## src/rtl/ram_pkg.sv

```systemverilog
// Shared definitions for the ram_responder block: default geometry, read
// latency, and the read FSM state encoding.
package ram_pkg;

  localparam int DEFAULT_DATA_WIDTH   = 8;
  localparam int DEFAULT_ADDR_WIDTH   = 2;
  localparam int DEFAULT_READ_LATENCY = 2;

  typedef enum logic [1:0] {
    IDLE  = 2'd0,
    WAIT  = 2'd1,
    READY = 2'd2
  } rd_state_e;

endpackage

```

## src/rtl/ram_responder.sv

```systemverilog
// Small register-file RAM with a posted write port and a level-request read
// port that answers after a fixed latency.
//
// Read handshake: the initiator raises read and holds it until ReadReady is seen.
// ReadReady stays high, with ReadData stable, for as long as read stays high.
// Dropping read ends the transaction in READY, or aborts it in WAIT.
module ram_responder
  import ram_pkg::*;
#(
  parameter int DATA_WIDTH   = DEFAULT_DATA_WIDTH,
  parameter int ADDR_WIDTH   = DEFAULT_ADDR_WIDTH,
  parameter int READ_LATENCY = DEFAULT_READ_LATENCY
) (
  input  logic                  clock,
  input  logic                  reset,
  input  logic                  write,
  input  logic [ADDR_WIDTH-1:0] WriteAddr,
  input  logic [DATA_WIDTH-1:0] WriteData,
  input  logic                  read,
  input  logic [ADDR_WIDTH-1:0] ReadAddr,
  output logic [DATA_WIDTH-1:0] ReadData,
  output logic                  ReadReady,
  output logic [1:0]            dbg_state_o
);

  localparam int DEPTH = 1 << ADDR_WIDTH;
  localparam logic [3:0] LAT_LOAD = 4'(READ_LATENCY - 1);

  rd_state_e             state_q, state_d;
  logic [3:0]            cnt_q, cnt_d;
  logic [ADDR_WIDTH-1:0] raddr_q, raddr_d;
  logic [DATA_WIDTH-1:0] rdata_q, rdata_d;
  logic [DATA_WIDTH-1:0] mem_q [DEPTH];

  always_ff @(posedge clock or negedge reset) begin
    if (!reset) begin
      for (int i = 0; i < DEPTH; i++) mem_q[i] <= '0;
    end else if (write) begin
      mem_q[WriteAddr] <= WriteData;
    end
  end

  // The counter counts down to 0 and reaches it on the ReadData load edge.
  // ReadReady therefore rises on the READ_LATENCY-th edge, counting the
  // acceptance edge as the first. The load samples mem_q, so a write on
  // that same edge is not seen.
  always_comb begin
    state_d = state_q;
    cnt_d   = cnt_q;
    raddr_d = raddr_q;
    rdata_d = rdata_q;
    case (state_q)
      IDLE: begin
        if (read) begin
          raddr_d = ReadAddr;
          if (READ_LATENCY == 1) begin
            rdata_d = mem_q[ReadAddr];
            cnt_d   = '0;
            state_d = READY;
          end else begin
            cnt_d   = LAT_LOAD;
            state_d = WAIT;
          end
        end
      end
      WAIT: begin
        if (!read) begin
          cnt_d   = '0;
          state_d = IDLE;
        end else if (cnt_q <= 4'd1) begin
          rdata_d = mem_q[raddr_q];
          cnt_d   = '0;
          state_d = READY;
        end else begin
          cnt_d = cnt_q - 4'd1;
        end
      end
      READY: begin
        if (!read) state_d = IDLE;
      end
      default: state_d = IDLE;
    endcase
  end

  always_ff @(posedge clock or negedge reset) begin
    if (!reset) begin
      state_q <= IDLE;
      cnt_q   <= '0;
      raddr_q <= '0;
      rdata_q <= '0;
    end else begin
      state_q <= state_d;
      cnt_q   <= cnt_d;
      raddr_q <= raddr_d;
      rdata_q <= rdata_d;
    end
  end

  assign ReadData    = rdata_q;
  assign ReadReady   = (state_q == READY);
  assign dbg_state_o = state_q;

endmodule

```

## config.mk

```make
export PLATFORM = sky130hd
export DESIGN_NAME = ram_responder
export DESIGN_NICKNAME = d
export VERILOG_FILES = /design/src/rtl/ram_pkg.sv /design/src/rtl/ram_responder.sv
export SDC_FILE = /design/constraint.sdc
export NUM_CORES = 1
export LEC_CHECK = 0
export ABC_CLOCK_PERIOD_IN_PS = 1700
export CAP_MARGIN = 10
export CORE_MARGIN = 3
export CORE_UTILIZATION = 49
export DETAILED_ROUTE_END_ITERATION = 10
export PLACE_DENSITY = 0.75
export SYNTH_ARGS = -nofsm -noshare
export SYNTH_HDL_FRONTEND = slang
export SYNTH_SLANG_ARGS = --single-unit
```

## constraint.sdc

```tcl
create_clock -name clock -period 1.7 [get_ports clock]
set_input_delay 0.255 -clock clock [delete_from_list [all_inputs] [get_ports clock]]
set_output_delay 0.255 -clock clock [all_outputs]
set_load 0.005 [all_outputs]
```

==> results.cfg, run 1 <==
[placement]
count_of_placed_standard_cells_including_taps = 220
place_ws_ps = 20.2
dp.final_hpwl_um = 2720
gp_congestion = 0.815
buffer_ports.inserted = 26

[timing]
max_freq_ghz = 0.616
setup_violations = 0
tns_ps = 0
final-hold-violation-count = 0
worst_clock_skew_ps = 3.34
slew_viol_final = 0
setup_repair_after_global_routing_missed_its_margin = false
timing.final.crit_share_pct = 95.4
fin_ws_ps = 77.9
worst_slew_pin_slew_ps = 582
period_needed_ps = 1620
slew_headroom_pct = 61.2

[power_and_ir_drop]
internal_power_uw = 2950
vdd.ir_drop.worst_mv = 0.858
power_frac_seq_pct = 41.7
netSwitchingPower_uw = 1110
power-per-cell-area_mw_per_mm2 = 1490
power.share.switching_pct = 27.4
static_leakage_uw = 0.00118
power.share.combinational_pct = 38.6
clock_network_power_share_pct = 19.7

[routing]
detailroute.via_count = 1255
drtIter0Drc = 30
drt_drc_violations_left = 0
routed_via_density = 5.41
antenna_violating_nets_post_route = 0
drt_pass_1_iters = 4
wl_per_cell_um = 16.7
finalWirelength_um = 3860

[floorplanning]
fp.dieW_um = 72.3
floorplan.io_pins = 27
core-area_mm2 = 0.00412
die-area_mm2 = 0.00522
initial_core_util_pct = 52.3
rows = 23
die-height_um = 72.3

[synthesis]
async_set_or_reset_flop_fraction_in_the_synthesized_netlist_pct = 100
synth_enable_flop_cells = 0
synthesis.area_mm2 = 0.00215
yosysTopAreaCellShare_pct = 55.8
syn-instance-count = 136
synth_seq_cells = 48
postSynthAreaPerCell_um2 = 15.8
synth_cell_types = 30
synthDominantAreaCellType = dfrtp_1
dominantRegCellSynth = dfrtp_1
synth.top_cells.by_area = dfrtp_1 56%, mux2_2 18%, mux4_2 8.4%
postSynthNetCount = 154
yosysWarnings = 0
synth_sequential_area_ratio_pct = 55.8

[global_routing]
number_of_antenna_violations_at_the_first_check_in_global_routing = 0
overflow = 0
grtUsageTotal_pct = 16.7
first_global_vias = 1363
grt_max_degree = 49
first_pass_grt_wire_length_um = 6560

[clock_network]
tritoncts = done
worstSkewPairLatency_ps = 300
clock_sinks = 48
htree_num_levels = 2
clkSlewWorstSetupHoldPaths_ps = 80
maximum_count_of_clock_buffers_along_a_single_path = 2
master_cell_of_the_clock_root_buffer = clkbuf_8
numCtsBuffers = 5

[setup_path]
start_kind = register
cp-end-kind = output pin
timing.critical_path.cells = nor2b_2 -> clkdlybuf4s50_1
critical_path.max_stage_delay_ps = 510
timing.critical_path.required_ps = 1440
cell_with_the_largest_stage_delay_on_the_worst_path = clkdlybuf4s50_1
path_max_fanout = 3
cell_count_of_the_worst_reg_to_reg_path = 6
path_class = reg -> out
cp_data_arrival_time_ps = 1370

[layout]
design.final.nets = 199
drive_gt1_share_pct = 44.0
fillers = 285
multiInputGateArea_um2 = 922
antenna_cells_inserted = 0
area.growth.synth_to_final_pct = 27.0
regArea_mm2 = 0.00120
layoutNonFillerInstCount = 232

[min_path]
hold_path.class = in -> async

[run]
maxCapViolCount = 0

[run_status]
run_status = completed
-- cells in the final DEF (no fill, tap or decap), types with 2 or more instances in the layout --
| master | count |
|---|---|
| dfrtp_1 | 46 |
| mux2_2 | 34 |
| clkdlybuf4s50_1 | 25 |
| buf_4 | 11 |
| mux4_2 | 8 |
| mux2_4 | 8 |
| clkbuf_8 | 5 |
| nor2_1 | 4 |
| buf_12 | 4 |
| nand2_1 | 3 |
| inv_1 | 2 |
| nand3b_1 | 2 |
| nor3_1 | 2 |
| mux2i_1 | 2 |
| o21ai_0 | 2 |
| ha_1 | 2 |
| dfrtp_2 | 2 |
-- per-stage QoR --
step / hold WS, ps / total power, uW / util [%] / instance area [um2]
2_1_floorplan: -40.6 / 2640 / - / 2150
3_3_place_gp: 371 / 3150 / 62.8 / 2580
3_5_place_dp: 385 / 3210 / 62.8 / 2580
4_1_cts: 52.9 / 4070 / 66.0 / 2720
5_1_grt: 91.0 / 4290 / 66.4 / 2730
6_report: 38.1 / 4060 / 66.4 / 2730
-- registers in the layout, indices dropped and copies added (netlist names) --
name	cells
dbg_state_o	2
mem_q	32
cnt_q	4
raddr_q	2
ReadData	8
-- worst max-delay path: cells and delay by family (launching register included) --
family                 cells  cell delay, ps
and+or+nand+nor            1             130
buffers and inverters      1             510
DFF                        1             430
-- synthesized netlist by cell type (2+ instances only) --
| cell type | instances |
|---|---|
| nor3_1 | 2 |
| nand3b_1 | 2 |
| nor2_1 | 5 |
| mux2i_1 | 2 |
| mux2_2 | 34 |
| o21ai_0 | 2 |
| dfrtp_1 | 48 |
| mux2_4 | 8 |
| mux4_2 | 8 |
| inv_1 | 2 |
| nand2_1 | 3 |
| ha_1 | 2 |
-- what timing repair did --
action | 4_1_cts | 5_1_grt
gates resized for setup | 2 | 3
endpoints found under the hold margin | 0 | 0
pin swaps | 0 | 1
buffers inserted | 3 | 1
hold buffers | 0 | 0
endpoints found under the setup margin | 1 | 9
-- cells by family (layout without fill, tap and decap cells) --
kind of cell | after synthesis | count (layout) | share of synthesized area, %
AOI/OAI and AO/OA | 9 | 9 | 2.91
adders and majority gates | 2 | 2 | 1.16
buffers and inverters | 6 | 52 | 1.57
DFF | 48 | 48 | 55.8
muxes | 52 | 52 | 32.7
and+or+nand+nor | 19 | 19 | 5.87
-- power groups by stage --
stage | registers (uW) | logic [uW] | clock network [uW]
finish | 1690 | 1570 | 799
global route | 1740 | 1700 | 855
CTS | 1690 | 1550 | 828
detailed placement | 1740 | 1460 | 0
global placement | 1720 | 1430 | 0
floorplan | 1640 | 998 | 0
-- per-layer routing --
metal  GRT usage, %  routed length [um]  share of wire, %  vias to the layer above
li1               -                   -                 -                      594
met1           20.6                1750                45                      632
met2           27.7                1920                50                       22
met3           4.99                 139               3.6                        7
met4           6.26                  53               1.4                        0
met5              0                   0                 0                        -
-- final timing paths --
path / slack [ps] / from / to
worst min register to register: 510 / mem_q[15] / mem_q[15]
max in group asynchronous: 1230 / reset / dbg_state_o[1]
worst min-delay path: 40 / reset / mem_q[25]
min in group clock: 510 / mem_q[15] / mem_q[15]
worst max-delay path: 80 / dbg_state_o[0] / ReadReady
worst max register to register: 100 / cnt_q[0] / ReadData[0]
-- area by class of cell --
type / count / area share [%]
Inverter: 2 / 0.275
Clock buffer: 6 / 2.66
Multi-Input combinational cell: 82 / 33.7
Tap cell: 50 / 2.29
Sequential cell: 48 / 44.0
Clock inverter: 2 / 1.28
Timing Repair Buffer: 42 / 15.7
Power figures use the tool's default switching activity.
==> run 2: changes to the inputs <==
- ABC_CLOCK_PERIOD_IN_PS: 1700 -> 1600
- CORE_UTILIZATION: 49 -> 54
- PLACE_DENSITY: 0.75 -> 0.78
- clock period: 1.7 -> 1.6 ns (I/O delays scaled with it)
==> results.cfg, run 2 (synthesis gave the netlist of run 1 again) <==
[run_status]
run_status = completed

[global_routing]
grt_max_degree = 30
grtUsageTotal_pct = 18.5
first_global_vias = 1379
number_of_antenna_violations_at_the_first_check_in_global_routing = 0
first_pass_grt_wire_length_um = 6820
overflow = 0

[floorplanning]
die-area_mm2 = 0.00478
die-height_um = 69.1
initial_core_util_pct = 57.5
core-area_mm2 = 0.00374
rows = 22
floorplan.io_pins = 27
fp.dieW_um = 69.1

[timing]
period_needed_ps = 1530
final-hold-violation-count = 0
tns_ps = 0
worst_clock_skew_ps = 11.0
worst_slew_pin_slew_ps = 476
max_freq_ghz = 0.655
slew_headroom_pct = 68.3
timing.final.crit_share_pct = 95.5
slew_viol_final = 0
setup_violations = 0
setup_repair_after_global_routing_missed_its_margin = false

[clock_network]
maximum_count_of_clock_buffers_along_a_single_path = 2
htree_num_levels = 2
clkSlewWorstSetupHoldPaths_ps = 90
numCtsBuffers = 5
worstSkewPairLatency_ps = 310
tritoncts = done
clock_sinks = 48
master_cell_of_the_clock_root_buffer = clkbuf_8

[routing]
antenna_violating_nets_post_route = 0
drt_drc_violations_left = 0
routed_via_density = 5.66
finalWirelength_um = 3970
detailroute.via_count = 1324
drt_pass_1_iters = 4
drtIter0Drc = 43
wl_per_cell_um = 17.0

[power_and_ir_drop]
vdd.ir_drop.worst_mv = 0.834
power-per-cell-area_mw_per_mm2 = 1560
static_leakage_uw = 0.00120
design_power_total_uw = 4350

[layout]
drive_gt1_share_pct = 45.7
mostFrequentLayoutCells = 47 x dfrtp_1, 34 x mux2_2, 24 x clkdlybuf4s50_1, 12 x buf_4
largest_register_ff_count = 32
largest-register = mem_q
design.final.nets = 203
layout_commonest_cell = dfrtp_1
area.growth.synth_to_final_pct = 29.3
fin_area_mm2 = 0.00278
antenna_cells_inserted = 0
post-route-util_pct = 74.3
fillers = 245

[placement]
total_cell_area_at_the_placement_stage_mm2 = 0.00263
buffer_ports.inserted = 26
gp_congestion = 0.739
dp.final_hpwl_um = 2890

[setup_path]
cell_with_the_largest_stage_delay_on_the_worst_path = dfrtp_1
critical_path.max_stage_delay_ps = 400
path_class = reg -> reg
path_max_fanout = 8
timing.critical_path.cells = inv_1 -> ha_2 -> nor2_4 -> nand4bb_1 -> buf_6 -> mux2_4
buf_inv_on_cp = 2
cp_data_arrival_time_ps = 1710
timing.critical_path.required_ps = 1790
cp-end-kind = register
path_delay_family = flip-flops
start_kind = register

[run]
maxCapViolCount = 0

[min_path]
hold_path.class = in -> async
## run 2: changes by cell type in the layout (fill, tap and decap cells not counted), sizes merged
| cell | before | now |
|---|---|---|
| bufinv | 1 | 0 |
| clkinvlp | 0 | 2 |
| clkinv | 1 | 0 |
| dlygate4sd3 | 0 | 1 |
| dlygate4sd2 | 0 | 1 |
| buf | 17 | 20 |
| clkdlybuf4s50 | 25 | 24 |
## run 2: worst paths after layout
check,start,to,slack (ps),depth (start not counted)
max in group asynchronous,reset,dbg_state_o[0],680,3
min in group clock,mem_q[12],mem_q[12],510,1
worst min-delay path,reset,mem_q[9],410,2
worst max register to register,cnt_q[0],ReadData[3],70,6
worst min register to register,mem_q[12],mem_q[12],510,1
worst max-delay path,cnt_q[0],ReadData[3],70,6
## run 2: final cells by class
| type | count | area [um2] | area share (%) |
|---|---|---|---|
| multi-input combinational | 82 | 930 | 33.4 |
| timing repair buffer | 46 | 485 | 17.4 |
| sequential | 48 | 1200 | 43.2 |
| inverter | 2 | 7.51 | 0.270 |
| tap | 48 | 60.1 | 2.16 |
| clock buffer | 6 | 82.6 | 2.97 |
| clock inverter | 2 | 15.0 | 0.540 |
## run 2: per-stage QoR
stage	cells	worst slack (ps)	hold WS [ps]
finish	234	72.3	411
global route	234	9.70	447
CTS	234	24.7	412
detailed placement	221	-44.5	218
global placement	221	-27.4	202
floorplan	136	34.3	-55.6
## run 2: repair_timing
item	in CTS	in global routing
setup buffers	4	0
hold endpoints to repair	19	0
hold buffers	1	0
pin swaps	0	2
gates resized for setup	3	4
endpoints found under the setup margin	10	8
## run 2: worst reg2reg max path: cells and delay by family, from the launching register on
kind	cells	cell delay (ps)
AND/OR/NAND/NOR	2	230
adder cells (fa/ha/maj)	1	210
buffers and inverters	2	260
flip-flops	1	400
multiplexers	1	300
## run 2: layer usage
metal,vias up,global-route usage [%],part of all wire [%]
met2,22,31.8,54
met4,0,5.86,1.3
met5,-,0,0
li1,604,-,-
met3,7,5.10,3.4
met1,691,22.5,42
## run 2: power breakdown
group	internal, uW	leakage [uW]	switching, uW
clock	350	0.0000434	400
combinational	1200	0.000583	597
sequential	1550	0.000576	252
total	3100	0.00120	1250
==> run 3: changes to the inputs <==
- CORE_MARGIN: 3 -> unset
==> results.cfg, run 3 (synthesis gave the netlist of run 1 again) <==
[run_status]
run_status = completed

[setup_path]
timing.critical_path.cells = inv_2 -> ha_4 -> nor2_4 -> nand4bb_1 -> buf_6 -> mux2_4
cp_data_arrival_time_ps = 1720
cell_with_the_largest_stage_delay_on_the_worst_path = dfrtp_1
cp-end-kind = register
critical_path.max_stage_delay_ps = 420
path_max_fanout = 8
timing.critical_path.required_ps = 1780
path_class = reg -> reg
start_kind = register

[placement]
dp.final_hpwl_um = 3060
place_ws_ps = -50.9
gp_congestion = 0.749
buffer_ports.inserted = 26
count_of_placed_standard_cells_including_taps = 224

[timing]
setup_repair_after_global_routing_missed_its_margin = true
final-hold-violation-count = 0
setup_violations = 0
max_freq_ghz = 0.649
slew_headroom_pct = 63.0
slew_viol_final = 0
period_needed_ps = 1540
worst_clock_skew_ps = 2.64
timing.final.crit_share_pct = 96.4
fin_ws_ps = 58.1
worst_slew_pin_slew_ps = 555

[min_path]
hold_path.class = in -> async

[floorplanning]
fp.dieW_um = 65.1
die-height_um = 65.1
die-area_mm2 = 0.00424
floorplan.io_pins = 27
rows = 22
core-area_mm2 = 0.00374
initial_core_util_pct = 57.5

[global_routing]
overflow = 0
first_global_vias = 1477
grt_max_degree = 27
first_pass_grt_wire_length_um = 7110
number_of_antenna_violations_at_the_first_check_in_global_routing = 0
grtUsageTotal_pct = 23.4

[clock_network]
tritoncts = done
master_cell_of_the_clock_root_buffer = clkbuf_8
numCtsBuffers = 5
clkSlewWorstSetupHoldPaths_ps = 80
clock_sinks = 48
htree_num_levels = 2
worstSkewPairLatency_ps = 290
maximum_count_of_clock_buffers_along_a_single_path = 2

[layout]
antenna_cells_inserted = 0
area.growth.synth_to_final_pct = 29.0
drive_gt1_share_pct = 46.6
layoutNonFillerInstCount = 237
design.final.nets = 206
mostFrequentLayoutCells = 47 x dfrtp_1, 34 x mux2_2, 24 x clkdlybuf4s50_1, 18 x buf_4
layout_commonest_cell = dfrtp_1
largest_register_ff_count = 32
fillers = 231
largest-register = mem_q

[run]
maxCapViolCount = 0

[routing]
routed_via_density = 5.54
drtIter0Drc = 23
detailroute.via_count = 1312
finalWirelength_um = 4290
wl_per_cell_um = 18.1
antenna_violating_nets_post_route = 0
drt_pass_1_iters = 4
drt_drc_violations_left = 0

[power_and_ir_drop]
netSwitchingPower_uw = 1240
static_leakage_uw = 0.00121
power.share.combinational_pct = 41.9
design_power_total_uw = 4380
power-per-cell-area_mw_per_mm2 = 1580
internal_power_uw = 3130
power.share.switching_pct = 28.4
clock_network_power_share_pct = 16.6
vdd.ir_drop.worst_mv = 0.861
power_frac_seq_pct = 41.5
run 3: cell types whose count changed in the layout (fill, tap and decap cells not counted), sizes merged:
cell	change
buf	+3
clkbuf	+2
clkinvlp	-2
dlygate4sd2	-1
dlymetal6s2s	+1
run 3: final timing paths:
kind / from / end / slack, ps / cells past startpoint
min in group clock: mem_q[10] / mem_q[10] / 510 / 1
worst min register to register: mem_q[10] / mem_q[10] / 510 / 1
worst min-delay path: reset / mem_q[3] / 460 / 2
worst max-delay path: cnt_q[0] / ReadData[0] / 60 / 6
max in group asynchronous: reset / mem_q[28] / 530 / 3
worst max register to register: cnt_q[0] / ReadData[0] / 60 / 6
run 3: what timing repair did:
| action | 4_1_cts | 5_1_grt |
|---|---|---|
| pin swaps | 1 | 2 |
| endpoints found under the setup margin | 9 | 9 |
| endpoints found under the hold margin | 24 | 0 |
| buffers inserted | 3 | 1 |
| resized for setup | 3 | 7 |
| hold buffers | 1 | 0 |
run 3: metrics by stage:
step | area, um2 | TNS (ps) | util [%] | hold slack (ps)
3_3_place_gp | 2620 | -295 | 69.9 | 249
2_1_floorplan | 2150 | 0 | - | -55.6
4_1_cts | 2750 | 0 | 73.4 | 473
3_5_place_dp | 2620 | -551 | 69.9 | 262
6_report | 2780 | 0 | 74.2 | 465
5_1_grt | 2780 | -25.3 | 74.2 | 526
run 3: cell type report:
class | count | area (um2) | share of cell area, %
Multi-Input combinational cell | 82 | 942 | 33.9
Tap cell | 48 | 60.1 | 2.16
Inverter | 2 | 7.51 | 0.270
Clock buffer | 8 | 90.1 | 3.24
Sequential cell | 48 | 1200 | 43.3
Timing Repair Buffer | 49 | 474 | 17.1
run 3: routing by layer:
layer | vias up | part of all wire (%) | GRT usage [%]
met5 | - | 0 | 0
met4 | 0 | 0.65 | 4.89
met3 | 4 | 2.7 | 5.21
met2 | 26 | 54 | 43.0
met1 | 674 | 42 | 28.0
li1 | 608 | - | -
run 3: worst max-delay path, delay by kind of cell (launching register included):
family,cells,cell delay [ps]
muxes,1,310
DFF,1,420
adders and majority gates,1,170
buffers and inverters,2,270
and+or+nand+nor,2,270
run 3: power groups by stage:
stage	sequential, uW	combinational, uW	clock, uW
2_1_floorplan	1740	1070	0
3_3_place_gp	1820	1620	0
3_5_place_dp	1850	1690	0
4_1_cts	1820	1780	740
5_1_grt	1860	1970	784
6_report	1820	1840	725
